<file path="src/rtl/trace_rom_pkg.sv">
// Shared definitions for the per-core interface trace ROMs.
// Holds the opcode encodings, the ROM geometry, the helpers that pack the
// send/receive payloads, and the helpers that give each core its base
// address (A_k) and base data word (D_k).
package trace_rom_pkg;

    localparam int rom_width_c     = 73;  // {opcode[3:0], payload[68:0]}
    localparam int payload_width_c = 69;
    localparam int last_entry_c    = 11;  // index of the final done entry
    localparam int error_limit_c   = 12;  // addresses above this flag an overrun

    typedef enum logic [3:0] {
        op_nop        = 4'b0000,
        op_send       = 4'b0001,
        op_receive    = 4'b0010,
        op_done       = 4'b0011,
        op_finish     = 4'b0100,
        op_cycle_init = 4'b0101,
        op_cycle_dec  = 4'b0110
    } opcode_e;

    // Send payload: {4'b0, we, addr, wdata}. Loads pass wdata = 0.
    function automatic logic [payload_width_c-1:0] pack_send(
        input logic        we,
        input logic [31:0] addr,
        input logic [31:0] wdata
    );
        return {4'b0000, we, addr, wdata};
    endfunction

    // Receive payload: the expected read data, zero-extended.
    function automatic logic [payload_width_c-1:0] pack_recv(
        input logic [31:0] rdata
    );
        return {37'b0, rdata};
    endfunction

    // A_k = 0x80 * k keeps each core in its own cache-line region.
    function automatic logic [31:0] a_k(input int k);
        return 32'(k) << 7;
    endfunction

    // D_k = 0xC0DE_0000 + k makes every core's data distinguishable.
    function automatic logic [31:0] d_k(input int k);
        return 32'hC0DE_0000 + 32'(k);
    endfunction

endpackage

</file>
<file path="src/rtl/bsg_core_intf_trace_rom_wrappers.sv">
// Fixed-core wrappers around core_intf_trace_rom for parents that have no
// clock or reset to offer. Clock and reset are tied low, so the overrun
// flag is unused and left unconnected.
// Ports (each wrapper):
//   addr_i - trace entry index
//   data_o - trace entry {opcode, payload}
module bsg_core_intf_trace_rom0 #(
    parameter int width_p      = 73,
    parameter int addr_width_p = 15
) (
    input  logic [addr_width_p-1:0] addr_i,
    output logic [width_p-1:0]      data_o
);
    core_intf_trace_rom #(
        .width_p(width_p), .addr_width_p(addr_width_p), .core_id_p(0)
    ) u_rom (
        .clk_i(1'b0), .reset_i(1'b0), .addr_i(addr_i), .data_o(data_o), .error_o()
    );
endmodule


</file>
<file path="src/rtl/core_intf_trace_rom.sv">
// Per-core trace program for cache-interface replay.
// Ports:
//   clk_i   - clock, only used to sample the overrun flag
//   reset_i - asynchronous active-high reset, clears error_o only
//   addr_i  - trace entry index
//   data_o  - trace entry {opcode, payload}, purely combinational from addr_i
//   error_o - sticky: set on a clock edge that sees addr_i past the end
module core_intf_trace_rom
    import trace_rom_pkg::*;
#(
    parameter int width_p      = 73,
    parameter int addr_width_p = 15,
    parameter int core_id_p    = 0
) (
    input  logic                    clk_i,
    input  logic                    reset_i,
    input  logic [addr_width_p-1:0] addr_i,
    output logic [width_p-1:0]      data_o,
    output logic                    error_o
);

    if (core_id_p < 0 || core_id_p > 2) begin : g_bad_core
        $fatal(1, "core_intf_trace_rom: core_id_p=%0d is outside 0..2", core_id_p);
    end

    localparam logic [31:0] base_addr_c  = a_k(core_id_p);
    localparam logic [31:0] base_data_c  = d_k(core_id_p);
    // Same cache set as base_addr_c but a different tag, so the store at
    // entry 6 forces a fill or eviction before the base line is re-read.
    localparam logic [31:0] evict_addr_c = base_addr_c + 32'h0000_0400;
    localparam logic [31:0] evict_data_c = base_data_c ^ 32'h0000_FFFF;

    logic                   in_range;
    logic [3:0]             idx;
    logic [rom_width_c-1:0] rom_entry;
    logic                   past_end;
    logic                   error_q;

    assign in_range = (addr_i <= addr_width_p'(last_entry_c));
    assign idx      = addr_i[3:0];

    // Anything beyond the last entry reads as done so a replay engine that
    // overruns simply stops instead of executing garbage.
    always_comb begin
        rom_entry = {op_done, {payload_width_c{1'b0}}};
        if (in_range) begin
            case (idx)
                4'd0:    rom_entry = {op_send,    pack_send(1'b1, base_addr_c, base_data_c)};
                4'd1:    rom_entry = {op_send,    pack_send(1'b1, base_addr_c + 32'd4, ~base_data_c)};
                4'd2:    rom_entry = {op_send,    pack_send(1'b0, base_addr_c, 32'd0)};
                4'd3:    rom_entry = {op_receive, pack_recv(base_data_c)};
                4'd4:    rom_entry = {op_send,    pack_send(1'b0, base_addr_c + 32'd4, 32'd0)};
                4'd5:    rom_entry = {op_receive, pack_recv(~base_data_c)};
                4'd6:    rom_entry = {op_send,    pack_send(1'b1, evict_addr_c, evict_data_c)};
                4'd7:    rom_entry = {op_send,    pack_send(1'b0, base_addr_c, 32'd0)};
                4'd8:    rom_entry = {op_receive, pack_recv(base_data_c)};
                4'd9:    rom_entry = {op_send,    pack_send(1'b0, evict_addr_c, 32'd0)};
                4'd10:   rom_entry = {op_receive, pack_recv(evict_data_c)};
                default: rom_entry = {op_done, {payload_width_c{1'b0}}};
            endcase
        end
    end

    assign data_o = width_p'(rom_entry);

    assign past_end = (addr_i > addr_width_p'(error_limit_c));

    always_ff @(posedge clk_i or posedge reset_i) begin
        if (reset_i) begin
            error_q <= 1'b0;
        end else if (past_end) begin
            error_q <= 1'b1;
        end
    end

    assign error_o = error_q;

endmodule

</file>
<file path="config.mk">
export PLATFORM = sky130hd
export DESIGN_NAME = bsg_core_intf_trace_rom0
export DESIGN_NICKNAME = d
export VERILOG_FILES = /design/src/rtl/trace_rom_pkg.sv /design/src/rtl/bsg_core_intf_trace_rom_wrappers.sv /design/src/rtl/core_intf_trace_rom.sv
export SDC_FILE = /design/constraint.sdc
export NUM_CORES = 1
export LEC_CHECK = 0
export CORE_MARGIN = 3
export CORE_UTILIZATION = 32
export DETAILED_ROUTE_END_ITERATION = 8
export PLACE_DENSITY = 0.89
export SYNTH_ARGS = -nofsm -noshare
export SYNTH_HDL_FRONTEND = slang
export SYNTH_SLANG_ARGS = --single-unit
export TNS_END_PERCENT = 20
</file>
<file path="constraint.sdc">
create_clock -name vclk -period 4.4
set_clock_uncertainty 0.15 [all_clocks]
set_input_delay 0.66 -clock vclk [all_inputs]
set_output_delay 0.66 -clock vclk [all_outputs]
set_load 0.01 [all_outputs]
</file>
### After elaboration in Yosys (flattened, before gate mapping)

Memory sizes are Yosys's and may differ from the RTL's.
Cells that the tools add are included.

| storage, ports and cells | value |
|---|---|
| ROM bits | 592 |
| flip-flop bits (word level) | 0 |
| memories kept | 1 |
| bits of input ports | 15 |

| cells by class | value |
|---|---|
| order comparisons | 1 |
| multiplexer cells | 1 |

Memory list:

| memory | depth | bits a word | rd ports | clocked after Yosys merged registers in | wr ports | line | RTL |
|---|---|---|---|---|---|---|---|
| (no name shown) | 16 | 37 | 1 | 0 | 0 | core_intf_trace_rom.sv:47 | `case (idx)` |

Operators with widths:

| cell | number |
|---|---|
| 73-bit 2-to-1 mux | 1 |
| 15-bit by 4-bit <= comparator with 1-bit output (second input constant) | 1 |

### Logic depth before layout (Yosys ltp)

Gate-level depths: netlist of the first run.

| depth | value |
|---|---|
| word-level depth | 2 |
| depth in mapped cells | 6 |
| gate-level depth less buffers | 5 |

### Hierarchy

From an unflattened synthesis of the first run, not the netlist that was laid out.

| second synthesis, totals | value |
|---|---|
| cells, all modules | 113 |
| area total of the unflattened synthesis | 843.3 sq um |

Modules (own cells, without submodules):

| module | cells each | times used | area an instance (sq um) |
|---|---|---|---|
| core_intf_trace_rom | 112 | 1 | 839.6 |
| bsg_core_intf_trace_rom0 | 1 | 1 | 3.8 |

### Worst setup path before layout of the first run

No wires, ideal clock.

| timing | value |
|---|---|
| path type | input to output |
| from | in addr_i[12] |
| to | out data_o[10] |
| arrival | 2.465 ns |
| required time | 3.590 ns |
| stages | 4 |
| buffers on the path | 1 |
| path slack | 1.125 ns |
| cell sequence | nor4_2 nand3_2 nor3_1 buf_4 |

| on the way | value |
|---|---|
| word-level cells in the longest chain between the ends | 2 |

RTL lines:

| element | line | RTL |
|---|---|---|
| start: declaration | bsg_core_intf_trace_rom_wrappers.sv:11 | `input logic [addr_width_p-1:0] addr_i,` |
| 15-bit by 4-bit <= comparator with 1-bit output | core_intf_trace_rom.sv:39 | `assign in_range = (addr_i <= addr_width_p'(last_entry_c));` |
| 73-bit 2-to-1 mux | core_intf_trace_rom.sv:46 | `if (in_range) begin` |
| end: declaration | bsg_core_intf_trace_rom_wrappers.sv:12 | `output logic [width_p-1:0] data_o` |

Every way passes these cells.

### Final worst setup path of the first run

| timing | value |
|---|---|
| from | in addr_i[0] |
| to | out data_o[31] |

| on the way | value |
|---|---|
| word-level cells in the longest chain between the ends | 2 |
| elaborated cells between the ends (all ways) | 3 |

RTL lines:

| element | line |
|---|---|
| 15-bit by 4-bit <= comparator with 1-bit output or memory read 16 x 37 bit (tied branches) | n/a |
| 73-bit 2-to-1 mux (*) | core_intf_trace_rom.sv:46 |

Every way passes the cells marked *; elsewhere a longest branch is shown, timed or not.

==> qor.csv, run 1 <==
metric;value;unit
status;completed;
synthesized cell area;792;um^2
Synth top cells by count;buf_4 (66), ha_1 (5), nor3_1 (5);
crit-path max FO;8;
hold_buf cts;0;
Pwr Total;0.0470;mW
vias post-DR;575;
sequential area share after synthesis;0;%
Tmin final;3.64;ns
Critical Path Start;addr_i[0];
Setup violations, final;0;
Setup Fix Bufs, Post-CTS;0;
nets;150;
max-cap violation count;0;
final period utilization;82.8;%
post-CTS sizing;0;
number of global-route vias before repair;465;
count of flip-flops and latches;0;
initial core utilization;34.8;%
Placed Area;1000;um^2
GRT Overall Usage;7.88;%
global-route wire length before repair;2120;um
WL final;1490;um
Reg area;0;um^2
Final Hold Viols;0;
FMAX;0.275;GHz
Worst Path Arrival;2.83;ns
largest area contributor in the netlist;buf_4;
drt wl/cell;9.54;um
Die Y;55.8;um
synthesized area per cell;7.54;um^2
largest net degree at the start of global routing;17;
kind of critical path;primary input to output port;
# port buffers;52;
share of the synthesized area in the top cell type;62.6;%
num ports;88;
max-slew violations;0;
number of routed nets with antenna violations;0;
fraction of layout cells with a size suffix above 1;4.69;%
fin area;1000;um^2
Synth Warn #;0;
DIE WIDTH;55.8;um
HP Start;addr_i[6];
clock buffers;0;
Congestion Overflow GR;0;
TNS Setup;0;ns
RSZ-0062 raised after global routing;no;
Ant. Diodes;0;
Cell variety after synth;22;
Rows;17;
power per cell area;46.9;nW/um^2
IR drop worst, VDD;0.0283;mV
most common cell in the netlist;buf_4;
WP data required;3.59;ns
DP HPWL;1370;um
hold crit path type;primary input to output port;
Core ar.;2280;um^2
Worst setup EP type;output port;
synthesis-to-finish area growth;26.5;%
Initial DRC Count;7;
leakage;0.430;nW
critical path startpoint category;primary input;
initial antenna violation count;0;
drt drc;0;
die footprint;3110;um^2
GP Congestion;0.742;
DR pass1 iterations;4;
largest cells by area after synthesis;buf_4 (63%), ha_1 (7.9%), a211o_1 (3.3%);
Syn Inst Count;105;
via-per-instance ratio;3.69;
-- where the power goes --
part	total, mW	internal [mW]	leakage [nW]	switching, mW
registers	0	0	0	0
clock network	0	0	0	0
logic	0.0470	0.0195	0.430	0.0275
-- routing by layer --
| metal | vias up | track usage, % | routed length (um) |
|---|---|---|---|
| met1 | 246 | 8.93 | 506 |
| met5 | - | 0 | 0 |
| met4 | 0 | 0 | 0 |
| met3 | 0 | 0 | 142 |
| met2 | 41 | 16.9 | 840 |
| li1 | 288 | - | - |
-- metrics by stage --
| stage | hold slack (ns) | setup WS, ns | std cells | util [%] |
|---|---|---|---|---|
| after global placement | 2.36 | 0.823 | 156 | 44.0 |
| after detailed placement | 2.36 | 0.770 | 156 | 44.0 |
| after global routing | 2.41 | 0.665 | 156 | 44.0 |
| after floorplan | 1.36 | 1.13 | 140 | - |
| after CTS | 2.36 | 0.759 | 156 | 44.0 |
| final | 2.35 | 0.758 | 156 | 44.0 |
-- placed cells by master, fill, tap and decap left out --
cell / n
ha_1: 5
mux2i_1: 1
nand3_2: 1
nor2b_1: 3
o21a_1: 1
a211o_1: 3
inv_1: 2
nor2_1: 2
nor4_4: 1
nor3_1: 5
conb_1: 36
nand2_1: 1
clkdlybuf4s50_1: 52
o21ai_0: 1
nor3b_1: 2
and3b_1: 2
a21oi_1: 3
nand3b_1: 1
buf_4: 3
a211oi_1: 1
nor4_2: 1
a2bb2oi_1: 1
-- kinds of logic (layout without fill, tap and decap cells) --
kind of cell | after synthesis | in the layout | synth area share (%)
and+or+nand+nor | 19 | 19 | 17.5
other | 1 | 36 | 0.473
muxes | 1 | 1 | 1.26
buffers and inverters | 69 | 57 | 64.0
adders and majority gates | 5 | 5 | 7.90
AOI/OAI and AO/OA | 10 | 10 | 8.85
-- path summary, 6_finish.rpt --
path	end	cells after the start	slack, ns
hold / removal	data_o[64]	5	2.35
setup / recovery	data_o[31]	8	0.76
-- area by class of cell --
cell class / instances / area (um^2)
Timing Repair Buffer: 55 / 543
Multi-Input combinational cell: 71 / 417
Tap cell: 28 / 35.0
Inverter: 2 / 7.51
Fill cell: 230 / 1270
-- worst max-delay path, cell delays in order --
cell	delay, ns
clkdlybuf4s50_1	0.57
inv_1	0.10
ha_1	0.32
nor2_1	0.11
a211oi_1	0.07
nor3b_1	0.27
buf_4	0.19
clkdlybuf4s50_1	0.54
(Power assumes the default switching activity.)
==> run 2, diff against run 1 <==
- CORE_UTILIZATION: 32 -> 26
- PLACE_DENSITY: 0.89 -> 0.77
- clock period: 4.4 -> 3.1 ns (I/O delays scaled with it)
==> run 2 against run 1 <==
Cell count increased by 7.7%. Utilization fell by 5.9 points. Worst setup slack got worse by 0.67 ns. Non-clock buffer count grew 9. Largest power group unchanged. Combinational power rose by 61%. Worst hold slack got worse by 0.56 ns. Design area grew 7.6%. Global-route usage is 0.30 points higher.
==> qor.csv, run 2 (synthesized netlist as in run 1, its figures left out) <==
metric;value;unit;change
status;completed;;
Critical Path Start;addr_i[1];;
via-per-instance ratio;3.73;;+1.1%
Setup violations, final;0;;unchanged
nets;159;;+6.0%
crit-path max cell delay;0.56;ns;about the same
fin cells;168;;+7.7%
FMAX;0.332;GHz;
RSZ-0062 raised after global routing;no;;
sw frac;55.6;%;-2.9 points
Clk pwr share;0;%;unchanged
Die Y;61.2;um;+9.8%
slowest CP cell;clkdlybuf4s50_1;;
Final Hold Viols;0;;unchanged
Ant. Diodes;0;;unchanged
global-route wire length before repair;2420;um;+14%
IR drop worst, VDD;0.0211;mV;-25%
# port buffers;52;;unchanged
critical path startpoint category;primary input;;
Tmin final;3.01;ns;
kind of critical path;primary input to output port;;
max-slew violations;0;;unchanged
most common cell after layout, fill and taps aside;conb_1;;
DP Cell Count;167;;+7.1%
Reg area;0;um^2;unchanged
most frequent cells in the layout;conb_1 (36), clkdlybuf4s50_1 (28), dlygate4sd2_1 (16);;
Core ar.;2830;um^2;+24%
most used cell along the critical path;clkdlybuf4s50_1;;
GRT Overall Usage;8.17;%;+0.30 points
Worst setup EP type;output port;;
Pwr Total;0.0755;mW;+61%
internal power;0.0336;mW;+72%
synthesis-to-finish area growth;36.2;%;
WL final;1780;um;+20%
num ports;88;;unchanged
drt wl/cell;10.6;um;+11%
max-cap violation count;0;;unchanged
leakage;0.702;nW;+63%
fraction of layout cells with a size suffix above 1;11.7;%;+7.0 points
Critical Path, Cell by Cell;clkdlybuf4s50_1 -> ha_1 -> and3b_1 -> o21a_1 -> buf_4 -> nor3_1 -> clkdlybuf4s50_1;;
largest net degree at the start of global routing;9;;-8
final worst slack;0.0904;ns;-0.668 ns
Congestion Overflow GR;0;;unchanged
sequential share of power;0;%;unchanged
clock buffers;0;;unchanged
Rows;19;;+2
crit-path max FO;3;;-5
combinational power share;100.0;%;about the same
TNS Setup;0;ns;unchanged
GP Congestion;0.781;;+5.3%
Worst Path Arrival;2.39;ns;-0.44 ns
count of flip-flops and latches;0;;unchanged
number of routed nets with antenna violations;0;;unchanged
initial antenna violation count;0;;unchanged
drt drc;0;;unchanged
CP Capture Point;data_o[42];;
power per cell area;70.0;nW/um^2;+49%
DP HPWL;1580;um;+16%
final period utilization;97.1;%;
initial core utilization;28.0;%;-6.8 points
DR pass1 iterations;4;;unchanged
WP data required;2.48;ns;-1.11 ns
Net Switching;0.0420;mW;+53%
vias post-DR;626;;+8.9%
number of global-route vias before repair;510;;+9.7%
dpl ws;-0.0824;ns;-0.852 ns
hold crit path type;primary input to output port;;
hold_buf cts;0;;unchanged
die footprint;3740;um^2;+20%
DIE WIDTH;61.2;um;+9.8%
Initial DRC Count;6;;-1
run 2: changes by cell type in the layout (fill, tap and decap cells not counted), sizes merged:
cell | before | now
buf | 3 | 12
clkdlybuf4s50 | 52 | 28
dlygate4sd2 | 0 | 16
dlymetal6s2s | 0 | 8
run 2: area by class of cell:
class | instances | area (um^2)
repair buffers | 64 | 611
inverters | 2 | 7.51
well taps | 31 | 38.8
fillers | 286 | 1750
multi-input cells | 71 | 422
run 2: per-stage QoR:
step,utilization (%),area (um^2),hold slack [ns]
3_5_place_dp,37.7,1070,1.88
6_report,38.1,1080,1.79
2_1_floorplan,-,923,0.970
4_1_cts,37.4,1060,1.88
5_1_grt,38.1,1080,1.84
3_3_place_gp,37.7,1070,1.87
run 2: power groups by stage:
stage	Sequential (mW)	Clock [mW]	Combinational, mW
2_1_floorplan	0	0	0.0739
5_1_grt	0	0	0.0832
3_5_place_dp	0	0	0.0736
3_3_place_gp	0	0	0.0725
6_report	0	0	0.0755
4_1_cts	0	0	0.0742
run 2: per-layer routing:
layer | vias to the layer above | track usage, % | wire length [um]
li1 | 309 | - | -
met1 | 269 | 9.44 | 583
met2 | 46 | 16.5 | 955
met3 | 2 | 0.629 | 224
met4 | 0 | 0.929 | 17
met5 | - | 0 | 0
run 2: how the worst min path moves through the flow:
stage | startpoint | endpoint | slack [ns] | cells past startpoint
after floorplan | addr_i[0] | data_o[69] | 0.97 | 2
after global routing | addr_i[5] | data_o[20] | 1.84 | 6
after global placement | addr_i[3] | data_o[34] | 1.87 | 3
after CTS | addr_i[3] | data_o[34] | 1.88 | 3
after detailed placement | addr_i[3] | data_o[34] | 1.88 | 3
final | addr_i[5] | data_o[20] | 1.79 | 6
run 2: timing repair:
| item | 4_1_cts | 5_1_grt |
|---|---|---|
| pin swaps | 0 | 1 |
| gates resized for setup | 19 | 8 |
| setup buffers | 0 | 0 |
| gates cloned | 1 | 0 |
| endpoints found under the setup margin | 16 | 8 |
run 2: critical path, delay by kind of cell:
kind,cells,cell delay [ns]
buffers and inverters,3,1.21
AND/OR/NAND/NOR,2,0.33
AO/OA/AOI/OAI,1,0.20
adder cells (fa/ha/maj),1,0.19
